<file path="src/rtl/ntt_pkg.sv">
// Shared constants and types for the 256-point NTT sequencer.
// Holds the layer/butterfly counts, the FSM state type and the write-back delay-line entry.
package ntt_pkg;

  localparam int N            = 256;
  localparam int LOGN         = 8;
  localparam int NUM_LAYERS   = 7;
  localparam int BF_PER_LAYER = 128;

  typedef enum logic [1:0] {
    IDLE  = 2'd0,
    ISSUE = 2'd1,
    DRAIN = 2'd2,
    DONE  = 2'd3
  } ntt_state_t;

  // One write-back delay-line entry: the E/O addresses plus a valid bit.
  typedef struct packed {
    logic [LOGN-1:0] a;
    logic [LOGN-1:0] b;
    logic            v;
  } wb_t;

endpackage

</file>
<file path="src/rtl/ntt_addr_gen.sv">
// Combinational butterfly address generator.
// Forward layers shrink the butterfly span from 128 to 2; inverse layers grow it from 2 to 128.
module ntt_addr_gen
  import ntt_pkg::*;
(
  input  logic            mode,
  input  logic [2:0]      layer,
  input  logic [6:0]      bf,
  output logic [LOGN-1:0] a,
  output logic [LOGN-1:0] bb,
  output logic [6:0]      tw
);

  logic [7:0] len;
  logic [7:0] g;
  logic [7:0] off;

  always_comb begin
    if (!mode) begin
      len = 8'd128 >> layer;
      g   = {1'b0, bf} >> (3'd7 - layer);
      tw  = (7'd1 << layer) + g[6:0];
    end else begin
      len = 8'd2 << layer;
      g   = {1'b0, bf} >> ({1'b0, layer} + 4'd1);
      // (128 >> layer) - 1 is the same value as 127 >> layer.
      tw  = (7'd127 >> layer) - g[6:0];
    end
    off = {1'b0, bf} & (len - 8'd1);
    a   = ((g * len) << 1) + off;
    bb  = a + len;
  end

endmodule

</file>
<file path="src/rtl/ntt_ctrl.sv">
// Sequencer for a full forward or inverse NTT on a single butterfly unit.
// It issues one butterfly per cycle and aligns the write-back addresses with the butterfly output.
//
// state | meaning
// IDLE  | waiting for start; all strobes low
// ISSUE | one read/butterfly per cycle, b = 0..127
// DRAIN | down-count RAM + butterfly latency so the layer's last write lands
// DONE  | one-cycle completion pulse
module ntt_ctrl
  import ntt_pkg::*;
#(
  parameter int RAM_LAT = 1,
  parameter int LAT_CT  = 4,
  parameter int LAT_GS  = 5
) (
  input  logic       clk,
  input  logic       rst,
  input  logic       start,
  input  logic       mode,
  output logic       busy,
  output logic       done,
  output logic       rd_en,
  output logic [7:0] rd_addr_a,
  output logic [7:0] rd_addr_b,
  output logic [6:0] tw_addr,
  output logic       wr_en,
  output logic [7:0] wr_addr_e,
  output logic [7:0] wr_addr_o,
  output logic       ct,
  output logic       pwm
);

  localparam int LAT_MAX = (LAT_GS > LAT_CT) ? LAT_GS : LAT_CT;
  localparam int D_MAX   = RAM_LAT + LAT_MAX;
  localparam int CW      = $clog2(D_MAX + 1);

  ntt_state_t    state, state_n;
  logic [2:0]    layer, layer_n;
  logic [6:0]    bf, bf_n;
  logic [CW-1:0] cnt, cnt_n;
  logic          mode_q, mode_n;
  logic [CW-1:0] d_len;
  logic [CW-1:0] ins;
  logic          issue_n, busy_n;
  logic [7:0]    a_n, bb_n;
  logic [6:0]    tw_n;
  wb_t           wb_in;
  wb_t           pipe [D_MAX];

  assign d_len = mode_q ? CW'(RAM_LAT + LAT_GS) : CW'(RAM_LAT + LAT_CT);
  // The delay line has a fixed tail; a shorter mode enters it further down.
  assign ins   = CW'(D_MAX) - d_len;

  always_comb begin
    state_n = state;
    layer_n = layer;
    bf_n    = bf;
    cnt_n   = cnt;
    mode_n  = mode_q;
    case (state)
      IDLE: begin
        if (start) begin
          state_n = ISSUE;
          layer_n = 3'd0;
          bf_n    = 7'd0;
          mode_n  = mode;
        end
      end
      ISSUE: begin
        if (bf == 7'(BF_PER_LAYER - 1)) begin
          state_n = DRAIN;
          cnt_n   = d_len - CW'(1);
        end else begin
          bf_n = bf + 7'd1;
        end
      end
      DRAIN: begin
        if (cnt == '0) begin
          if (layer < 3'(NUM_LAYERS - 1)) begin
            state_n = ISSUE;
            layer_n = layer + 3'd1;
            bf_n    = 7'd0;
          end else begin
            state_n = DONE;
          end
        end else begin
          cnt_n = cnt - CW'(1);
        end
      end
      DONE:    state_n = IDLE;
      default: state_n = IDLE;
    endcase
  end

  assign issue_n = (state_n == ISSUE);
  assign busy_n  = issue_n || (state_n == DRAIN);
  assign wb_in   = {rd_addr_a, rd_addr_b, rd_en};

  ntt_addr_gen u_addr_gen (
    .mode  (mode_n),
    .layer (layer_n),
    .bf    (bf_n),
    .a     (a_n),
    .bb    (bb_n),
    .tw    (tw_n)
  );

  always_ff @(posedge clk or posedge rst) begin
    if (rst) begin
      state     <= IDLE;
      layer     <= 3'd0;
      bf        <= 7'd0;
      cnt       <= '0;
      mode_q    <= 1'b0;
      busy      <= 1'b0;
      done      <= 1'b0;
      rd_en     <= 1'b0;
      rd_addr_a <= 8'd0;
      rd_addr_b <= 8'd0;
      tw_addr   <= 7'd0;
      ct        <= 1'b0;
      for (int k = 0; k < D_MAX; k++) pipe[k] <= '0;
    end else begin
      state     <= state_n;
      layer     <= layer_n;
      bf        <= bf_n;
      cnt       <= cnt_n;
      mode_q    <= mode_n;
      busy      <= busy_n;
      done      <= (state_n == DONE);
      rd_en     <= issue_n;
      rd_addr_a <= issue_n ? a_n  : 8'd0;
      rd_addr_b <= issue_n ? bb_n : 8'd0;
      tw_addr   <= issue_n ? tw_n : 7'd0;
      ct        <= busy_n && !mode_n;
      pipe[0]   <= (ins == '0) ? wb_in : '0;
      for (int k = 1; k < D_MAX; k++) begin
        pipe[k] <= (CW'(k) == ins) ? wb_in : pipe[k-1];
      end
    end
  end

  assign wr_en     = pipe[D_MAX-1].v;
  assign wr_addr_e = pipe[D_MAX-1].a;
  assign wr_addr_o = pipe[D_MAX-1].b;
  assign pwm       = 1'b0;

endmodule

</file>
<file path="config.mk">
export PLATFORM = sky130hd
export DESIGN_NAME = ntt_ctrl
export DESIGN_NICKNAME = d
export VERILOG_FILES = /design/src/rtl/ntt_pkg.sv /design/src/rtl/ntt_addr_gen.sv /design/src/rtl/ntt_ctrl.sv
export SDC_FILE = /design/constraint.sdc
export NUM_CORES = 1
export LEC_CHECK = 0
export ABC_AREA = 1
export CAP_MARGIN = 20
export CORE_ASPECT_RATIO = 0.5
export CORE_MARGIN = 2
export CORE_UTILIZATION = 55
export DETAILED_ROUTE_END_ITERATION = 8
export PLACE_DENSITY = 0.75
export SLEW_MARGIN = 20
export SYNTH_ARGS = -nofsm -noshare
export SYNTH_HDL_FRONTEND = slang
export SYNTH_SLANG_ARGS = --single-unit
</file>
<file path="constraint.sdc">
create_clock -name clk -period 10.6 [get_ports clk]
set_clock_uncertainty 0.2 [all_clocks]
set_input_delay 2.12 -clock clk [delete_from_list [all_inputs] [get_ports clk]]
set_output_delay 2.12 -clock clk [all_outputs]
set_load 0.02 [all_outputs]
</file>
==> flow_summary.yaml <==
yosys:
  synth_top_family_by_area: "simple AND/OR/NAND/NOR gates"
  synth-seq-area-share_pct: 49.4
  yosys.area_share.simple_pct: 22.8
  synth_xor_area_share_pct: 1.62
  synth_edf_count: 0
  synthCells: 817
  synth-seq-cells: 145
  syn_area_mm2: 0.00734
  synth_area_per_cell_um2: 8.99
  ys_async_sr_fraction_pct: 100
  yosys_warnings: 0
  synth_mux_area_share_pct: 0
  synth_flop_cell: "dfrtp_1"
  yosysUniqueCellTypes: 47
  synth_compound_area_share_pct: 6.42
  synthAdderAreaFrac_pct: 9.98
floorplan:
  die_w_um: 167
  die_area_mm2: 0.0143
  die_h_um: 85.7
  initial_core_util_pct: 57.2
  num_rows: 29
  pin_count: 49
  core_area_mm2: 0.0128
clock_tree:
  cts_hold_buf: 0
  cts_tree: "done"
  clock_latency_ps: 410
  clk_path_buf_depth: 2
  cts_resized: 0
  htree_levels: 4
  clkTransAtPathRegs_ps: 70
  cts.sinks: 145
  cts_buffers: 17
  cts_setup_buffers: 0
  ctsRootBufferMaster: "clkbuf_16"
power:
  cellPowerDensity_mw_per_mm2: 137
  p_leak_nw: 4.36
  vdd_ir_drop_max_v: 0.0000924
final_layout:
  antennaDiodeCount: 0
  fillers: 1025
  fin_nets: 911
  drive_above_1_share_pct: 10.3
  mostFrequentLayoutCell: "nand2_1"
  final_cell_mix: "nand2_1 (204), dfrtp_1 (145), inv_1 (112), nand3_1 (58), nor2_1 (56)"
  synthToLayoutAreaGrowth_pct: 14.5
  finalInstanceArea_mm2: 0.00841
  fin_util_pct: 65.4
routing:
  post-route-drc-count: 9
  wl_per_cell_um: 15.5
  wl_um: 16100
  dr.pass1.iters: 7
  viasPerCell: 5.14
  drt_iter0_markers: 416
  vias: 5340
  ant_nets: 0
setup_path:
  critical_path_class: "in -> reg"
  crit_arrival_ps: 8550
  cp-start-kind: "input port"
  critPathMaxFanout: 15
  critical_path.slowest_cell: "fa_1"
  cpMostUsedCell: "nand2_1"
  cp.required_ps: 10700
  critPathCaptureType: "flip-flop"
  critPathMaxStageDelay_ps: 540
timing:
  slew_headroom_pct: 31.9
  setup_violations: 0
  tns_ps: 0
  worst_slew_pin_slew_ps: 1020
  fin_crit_ps: 8440
  fin_crit_sh_pct: 79.6
  slew_viol_final: 0
  hold_violations: 0
  rsz0062_at_grt: "no"
  fmax_ghz: 0.118
  setup_slack_ps: 2160
placement:
  dp_hpwl_um: 11400
  place_ws_ps: 1770
  placed_cell_area_mm2: 0.00783
  finalWeightedCongestion: 0.915
  portBuffers: 47
outcome:
  status: "complete, but fails checks"
  violations: "design-rule violations"
global_route:
  grt_pass1_vias: 5089
  antenna_found_initial: 0
  grt_start_max_net_pins: 89
  grt_use_total_pct: 24.2
  grt_first_pass_wirelength_um: 26600
  overflow: 0
hold_path:
  hold_class: "reg -> reg"
flow_run:
  max_cap_violations: 0
## cells in the mapped netlist (2+ instances only)
cell type	number	share of area, %
a211oi_1	3	0.31
a21boi_0	3	0.31
a21oi_1	27	1.8
a21oi_2	2	0.24
and2_1	3	0.26
buf_2	4	0.27
buf_4	17	1.7
buf_6	5	0.77
clkbuf_1	5	0.26
clkinv_1	2	0.10
dfrtp_1	145	49
fa_1	11	3.0
ha_1	41	7.0
inv_1	113	5.8
inv_2	14	0.72
nand2_1	204	10
nand2_2	9	0.77
nand2_4	4	0.61
nand3_1	58	4.0
nand3_2	3	0.41
nand3b_1	3	0.31
nand4_1	6	0.51
nand4_2	2	0.34
nor2_1	56	2.9
nor2_2	5	0.43
nor2_4	7	1.1
nor3_1	4	0.27
o21ai_0	24	1.6
o21ai_1	5	0.34
o21ai_2	3	0.36
o21bai_1	4	0.41
xnor2_1	6	0.72
xor2_1	5	0.60
## per-layer routing
layer	GRT usage [%]	up-vias	routed length [µm]
met3	4.11	16	864
met4	7.27	0	203
met2	38.1	151	7220
met5	0	-	0
met1	35.1	2558	7790
li1	-	2615	-
## worst paths after layout
check | start | end | slack [ps] | depth (start not counted)
max reg2reg | mode_q | rd_addr_b[7] | 2670 | 32
min | pipe[77] | pipe[60] | 130 | 0
min reg2reg | pipe[77] | pipe[60] | 130 | 0
max | start | rd_addr_b[7] | 2160 | 33
max in group asynchronous | rst | pipe[97] | 7140 | 3
min in group asynchronous | rst | pipe[55] | 1950 | 2
## state kept, by name (all words and copies together), names as in the netlist
signal and count:
wr_en 1, wr_addr_o 8, done 1, busy 1, tw_addr 7, rd_en 1, rd_addr_a 8, state 2
pipe 85, ct 1, rd_addr_b 8, wr_addr_e 8, bf 7, mode_q 1, layer 3, cnt 3
## stage by stage
stage	cells	total power [mW]	hold slack [ps]
final	1038	1.15	134
after global routing	1038	1.19	145
after CTS	1038	1.16	143
after detailed placement	1006	0.583	135
after global placement	1006	0.582	131
after floorplan	818	0.577	131
## worst max-delay path, delay by kind of cell
kind	cells	cell delay, ps
AND/OR/NAND/NOR	14	1330
AO/OA/AOI/OAI	5	1310
adder cells (fa/ha/maj)	6	2450
XOR/XNOR	2	520
buffers and inverters	6	790
## power by group
group          switching, mW  total, mW  internal (mW)
registers           0.000696      0.556          0.555
logic                 0.0127     0.0155        0.00283
clock network          0.250      0.581          0.331
## kinds of logic (layout without fill, tap and decap cells)
logic type	after synthesis	in the layout
flip-flops	145	145
buffers and inverters	161	211
AND/OR/NAND/NOR	368	368
AO/OA/AOI/OAI	78	78
other	1	2
adder cells (fa/ha/maj)	52	52
XOR/XNOR	12	12
## area by class of cell
| type | count | area (µm²) | area share (%) |
|---|---|---|---|
| clock buffer | 18 | 429 | 5.10 |
| clock inverter | 14 | 146 | 1.74 |
| inverter | 130 | 498 | 5.92 |
| multi-input combinational | 512 | 3000 | 35.7 |
| sequential | 145 | 3630 | 43.2 |
| tap | 170 | 213 | 2.53 |
| timing repair buffer | 49 | 489 | 5.82 |
(Power assumes the default switching activity.)
==> RTL change (same settings) <==
Reset style: synchronous (`rst`), changed in one clocked block.
--- a/src/rtl/ntt_ctrl.sv
+++ b/src/rtl/ntt_ctrl.sv
@@ -105,7 +105,7 @@
     .tw    (tw_n)
   );
 
-  always_ff @(posedge clk or posedge rst) begin
+  always_ff @(posedge clk) begin
     if (rst) begin
       state     <= IDLE;
       layer     <= 3'd0;
Function: differs if rst is asserted again (counterexample within 4 cycles, from zero or initial values and one cycle with rst high); with rst held inactive, the same outputs for 10 cycles.
==> RTL change against the unedited design <==
Worst setup slack improved by 380 ps. Synthesized cell count increased by 18%. Area after synthesis decreased by 2.6%. Final area decreased by 0.76%. Non-clock buffer count decreased by 1. Sequential cell count unchanged. Wire length increased by 5.1%. Count of clock-buffer cells in the layout decreased by 1.
Power is not compared: it rests on default switching activity, and its combinational part moved more than twofold at a synthesized area within 25%.
==> RTL change: results (changes against the unedited design) <==
outcome=finished clean; slew margin rel.=38.1% (+6.2 points); clk root buf=clkbuf_16; DR pass1 iterations=6 (-1); Clock Path Buffers=2 (unchanged); worst reg2reg endpoint=rd_addr_b[7]; CP Max Fanout=11 (-4); R2R setup slack=3830 ps (+1160 ps); min-delay src=pipe[1][7]; Placer Congestion=0.948 (+3.6%); Synth Flop Type=dfxtp_1; cts repair resizes=0 (unchanged); initial antenna violation count=0 (unchanged); port bufs=47 (unchanged); fraction of layout cells with a size suffix above 1=8.69% (-1.6 points); via count=5949 (+11%); Antenna diodes=0 (unchanged); biggest regs=pipe (102), rd_addr_a (8), rd_addr_b (8); yosys warns=0 (unchanged); Leakage=~3.9 nW; worst hold path cell count=2 (+2); initial drt markers=572 (+38%); WP data arrival=8160 ps (-390 ps); post-DP HPWL=12.3 mm (+7.9%); TritonCTS Buffers=17 (unchanged); fraction of registers with async set/reset=0% (-100 points); Synth top cells by count=inv_1, nand2_1, nor2_1; RR Startpoint=bf[1]; pin count of the biggest net entering global routing=86 (-3.4%); Hold Path End=pipe[2][7]; critical path's largest stage delay=540 ps (about the same); GRT Util Overall=26.1% (+1.9 points); Worst-Skew Late Latency=410 ps (about the same); NumNets Final=1067 (+17%); crit path max-delay cell type=fa_1; FF-to-FF path depth=35 (+9.4%); post-CTS setup buffer count=0 (unchanged); post-synth top area share=40.6% (-8.8 points); worst IR drop on VDD=0.000113 V; Post-Syn Instances=967 (+18%); cell area after placement=0.00772 mm² (-1.3%); Seq/Total Area, Yosys=40.6% (-8.8 points); first-pass GRT wire length=28.4 mm (+6.8%); H-tree levels=4 (unchanged); Synthesized Nets=1023; Yosys cell types=45 (-4.3%); WL/cell=14.2 µm (-8.6%); routed wire length=16.9 mm (+5.1%); Filler cells=1079 (+5.3%); worst hold path class=register to register; synth top area cells=dfxtp_1, inv_1, nand2_1; Inst Count DP=1162 (+16%); clock transition at the registers of the reported paths=60 ps
==> RTL change: per-layer routing <==
metal / wire (µm) / vias up / part of all wire [%] / GRT usage [%]
li1: - / 3049 / - / -
met1: 8130 / 2698 / 48 / 36.1
met2: 7610 / 183 / 45 / 42.5
met3: 940 / 19 / 5.6 / 4.45
met4: 218 / 0 / 1.3 / 7.19
met5: 0 / - / 0 / 0
==> RTL change: critical path: cells and delay by family <==
| kind | cells | cell delay (ps) |
|---|---|---|
| xor+xnor | 3 | 560 |
| fa+ha+maj | 7 | 2610 |
| buf+inv | 7 | 1090 |
| compound gates | 2 | 240 |
| simple gates | 14 | 1540 |
==> RTL change: cell type report <==
class                           count  area share [%]
Tap cell                          170            2.55
Clock buffer                       17            5.10
Timing Repair Buffer               48            5.67
Multi-Input combinational cell    603            40.7
Sequential cell                   145            34.8
Clock inverter                     15            2.34
Inverter                          196            8.88
==> RTL change: where the power goes <==
| group | switching (mW) | total, mW | leakage [nW] | internal (mW) |
|---|---|---|---|---|
| clock | 0.261 | 0.621 | 0.300 | 0.360 |
| combinational | 0.0707 | 0.104 | 2.40 | 0.0334 |
| sequential | 0.00718 | 0.568 | 1.18 | 0.561 |
| total | 0.339 | 1.29 | 3.87 | 0.955 |
==> RTL change: logic make-up after synthesis <==
family                   Yosys count  synth area share (%)
buffers and inverters            219                  12.0
AND/OR/NAND/NOR                  426                  27.0
AO/OA/AOI/OAI                    109                  8.33
XOR/XNOR                          14                  1.71
adder cells (fa/ha/maj)           52                  10.3
flip-flops                       145                  40.6
other                              2                 0.105
==> RTL change: stage by stage <==
stage | util [%] | hold slack [ps] | power, mW | worst slack, ps
after CTS | 65.9 | 197 | 1.30 | 2600
after detailed placement | 61.0 | 192 | 0.682 | 2210
after global routing | 65.9 | 207 | 1.34 | 2040
after floorplan | - | 188 | 0.650 | 3260
after global placement | 61.0 | 188 | 0.681 | 2220
final | 65.9 | 192 | 1.29 | 2540
==> RTL change: worst max-delay path by stage <==
stage	start	endpoint	slack [ps]	depth (start not counted)
finish	start	rd_addr_b[7]	2540	33
global route	start	rd_addr_b[7]	2040	33
CTS	start	rd_addr_b[7]	2600	33
detailed placement	start	rd_addr_b[7]	2210	33
global placement	start	rd_addr_b[7]	2220	37
floorplan	start	rd_addr_b[7]	3260	32
